### src/rtl/oddrx1f.sv
// One-bit DDR output register: captures a D0/D1 pair on each rising SCLK edge and
// replays it on Q one cycle later (D0 while SCLK is high, D1 while SCLK is low).
module oddrx1f #(
    parameter logic  RST_VAL = 1'b0,
    parameter string GSR     = "ENABLED"
) (
    input  logic SCLK,
    input  logic RST,
    input  logic D0,
    input  logic D1,
    output logic Q
);

    logic [1:0] din;
    logic [1:0] lane_out;
    logic       q1n_reg = 1'b0;

    assign din = {D1, D0};

    // Lane 0 carries the high-phase bit and lane 1 the low-phase bit. Each lane has
    // a capture stage and an output stage, which gives one cycle of latency.
    for (genvar gi = 0; gi < 2; gi++) begin : g_lane
        logic cap_reg = 1'b0;
        logic out_reg = 1'b0;

        always_ff @(posedge SCLK) begin
            if (!RST) begin
                cap_reg <= RST_VAL;
                out_reg <= RST_VAL;
            end else begin
                cap_reg <= din[gi];
                out_reg <= cap_reg;
            end
        end

        assign lane_out[gi] = out_reg;
    end

    // Retiming the low-phase bit onto the falling edge keeps it stable for the whole
    // low phase. It also carries RST_VAL one half-period after a reset edge.
    always_ff @(negedge SCLK) begin
        q1n_reg <= lane_out[1];
    end

    // GSR is kept only so that existing instantiations still elaborate.
    if (GSR == "DISABLED") begin : g_gsr_disabled
    end else begin : g_gsr_enabled
    end

    assign Q = SCLK ? lane_out[0] : q1n_reg;

endmodule

### config.mk
export PLATFORM = sky130hd
export DESIGN_NAME = oddrx1f
export DESIGN_NICKNAME = d
export VERILOG_FILES = /design/src/rtl/oddrx1f.sv
export SDC_FILE = /design/constraint.sdc
export NUM_CORES = 1
export LEC_CHECK = 0
export CORE_AREA = 3 3 40 42
export DETAILED_ROUTE_END_ITERATION = 7
export DIE_AREA = 0 0 43 45
export GPL_TIMING_DRIVEN = 0
export PLACE_DENSITY = 0.32
export RECOVER_POWER = 25
export REMOVE_ABC_BUFFERS = 1
export SYNTH_ARGS = -nofsm -noshare
export SYNTH_HDL_FRONTEND = slang
export SYNTH_SLANG_ARGS = --single-unit
export TNS_END_PERCENT = 10
### constraint.sdc
create_clock -name SCLK -period 0.8 [get_ports SCLK]
set_input_delay 0.08 -clock SCLK [delete_from_list [all_inputs] [get_ports SCLK]]
set_output_delay 0.08 -clock SCLK [all_outputs]
set_load 0.02 [all_outputs]
Word-level counts from Yosys, hierarchy flattened

Cells that the tools add are included.

Register bits after elaboration: 5
Input port bits: 4
Output and inout bits: 1
Logic and storage cells: 6

Multiplexer cells: 1

Operators with widths:

| operator         | number |
|---|---|
| 1-bit 2-to-1 mux | 1 |

Depth between registers and ports, before layout

Depth in word-level cells: 1
Mapped depth: 1
Depth with buffers taken out: 1

==> results.cfg <==
[run_status]
status = finished, violations left
violations = setup timing

[layout]
nFillCells = 141
antenna_cells_inserted = 0
multiInputGateArea_um2 = 40.0
nNetsFinal = 27
drive_gt1_share_pct = 36.4
final_cells = 37
seqCellArea_um2 = 100
syn2layout_area_growth_pct = 75.7
fin_area_um2 = 253

[power]
p_comb_share_pct = 2.2
p_sw_mw = 0.203
swShare_pct = 22.5
finalPower_mw = 0.900
pwr_density_cell_nw_per_um2 = 3560
internal_power_mw = 0.698
clkPwrFrac_pct = 68.4
p_seq_share_pct = 29.3
p_leak_nw = 0.113
peakVddDrop_uv = 809

[clock_network]
path_clk_slew_ps = 40
clk_latency_ps = 420
cts_tree = yes
post-cts-setup-buffers = 0

[min_path]
hold_path_depth = 2
hold_path_end = g_lane[0].cap_reg$_SDFF_PN0_
hold_path_class = in -> reg
worstHoldStart = D0

[worst_setup_path]
cp_max_fo = 1
ff2ff_path_depth = 0
critPathKind = reg -> out
timing.rr.end = q1n_reg$_DFF_N_
worstPathRequired_ps = 720
startpoint_type = flip-flop
r2r_start = g_lane[1].out_reg$_SDFF_PN0_
setup.worst_path.end_class = output port
rrSetupSlack_ps = 70
crit_arrival_ps = 1500
setup.worst_path.start = q1n_reg$_DFF_N_

[yosys]
synth-seq-area-share_pct = 69.6
ys_async_sr_fraction_pct = 0
synth_top_area_cell = dfxtp_1
synth_enable_flop_cells = 0
synth_ff_type = dfxtp_1
syn_area_um2 = 144
yosys_warnings = 0
synth_top_cell_area_share_pct = 69.6
ys_seq_elements = 5
yosys-top-cells-count = dfxtp_1 (5), and2_1 (4), inv_1 (1), mux2_4 (1)
syn_avg_cell_area_um2 = 13.1
synth_cell_type_count = 4
synth_area_leaders = dfxtp_1 (70%), and2_1 (17%), mux2_4 (10%)
syn_inst = 11
post-synth-top-count-cell = dfxtp_1

[routing]
drt_iter0_markers = 3
avgRoutedWirePerCell_um = 6.27
routed_wl_um = 232
drcViolationCount = 0
avgViaCountPerCell = 2.92
drtPass1Iterations = 2
ant_nets = 0
vias = 108

[place]
dp_slack_ps = -738
gp_routability_congestion = 0.534
dp_cells = 30
portBuffers = 4
place_area_um2 = 203

[global_routing]
antenna_found_initial = 0
gr-total-overflow = 0
grt_max_degree = 5
grt_pass1_vias = 130
grt_use_total_pct = 4.92
grt_first_pass_wirelength_um = 441

[job]
cap_violations = 0

[die]
rows = 13
fp.dieW_um = 43
core_area_um2 = 1280
die_y_um = 45
initial_core_util_pct = 11.2
die_area_um2 = 1940
ioPinCount = 5

[timing]
maxSlewViolCount = 0
grt_setup_unrepaired = yes
max_slew.worst_pin.slew_ps = 100
setup_tns_ps = -780
finalSetupViolCount = 1
skew_ps = 72.5
setup_ws_ps = -780
hold_violations = 0
relSlewSlack_pct = 93.3
## worst max-delay path by stage
stage | slack (ps) | cells after the start | to
global route | -820 | 2 | Q
CTS | -790 | 2 | Q
floorplan | -250 | 1 | Q
global placement | -730 | 2 | Q
finish | -780 | 2 | Q
detailed placement | -740 | 2 | Q
## placed cells by master (no fill, tap or decap), drive strengths merged
cell / netlist / layout
clkbuf: 0 / 7
dfxtp: 5 / 5
and2: 4 / 4
clkdlybuf4s50: 0 / 2
mux2: 1 / 1
inv: 1 / 1
dlygate4sd3: 0 / 1
buf: 0 / 1
## metrics by stage
stage,util [%],hold slack (ps)
finish,19.7,316
detailed placement,15.8,414
global placement,15.8,413
floorplan,-,202
global route,19.7,301
CTS,19.7,304
## cells by family after synthesis
logic type	synth area share, %
flops	69.6
simple gates	17.4
buf+inv	2.61
mux	10.4
## per-layer routing
| layer | up-vias | GRT usage (%) | wire length (um) |
|---|---|---|---|
| li1 | 55 | - | - |
| met1 | 44 | 2.42 | 97 |
| met2 | 9 | 2.40 | 91 |
| met3 | 0 | 9.96 | 42 |
| met4 | 0 | 9.64 | 0 |
| met5 | - | 0 | 0 |
## cell type report
cell class	instances	share of cell area, %
Timing Repair Buffer	3	11.9
Sequential cell	5	39.6
Clock buffer	8	23.8
Tap cell	15	7.43
Multi-Input combinational cell	5	15.8
Clock inverter	1	1.49
## repair_timing
action                     CTS  global route
hold endpoints to repair     0             0
gates resized for setup      6             0
setup endpoints to repair    1             1
hold buffers                 0             0
## power by group through the flow
stage               Sequential (mW)  Clock [mW]  Combinational [mW]
detailed placement            0.268      0.0966              0.0216
global placement              0.268      0.0966              0.0208
CTS                           0.264       0.644              0.0215
finish                        0.264       0.616              0.0201
floorplan                     0.267      0.0731             0.00561
global route                  0.265       0.695              0.0229
## critical path: stages, from the launching register on
cell and delay [ps]:
dfxtp_1 290, mux2_4 260, buf_6 130
Power figures use the tool's default switching activity.
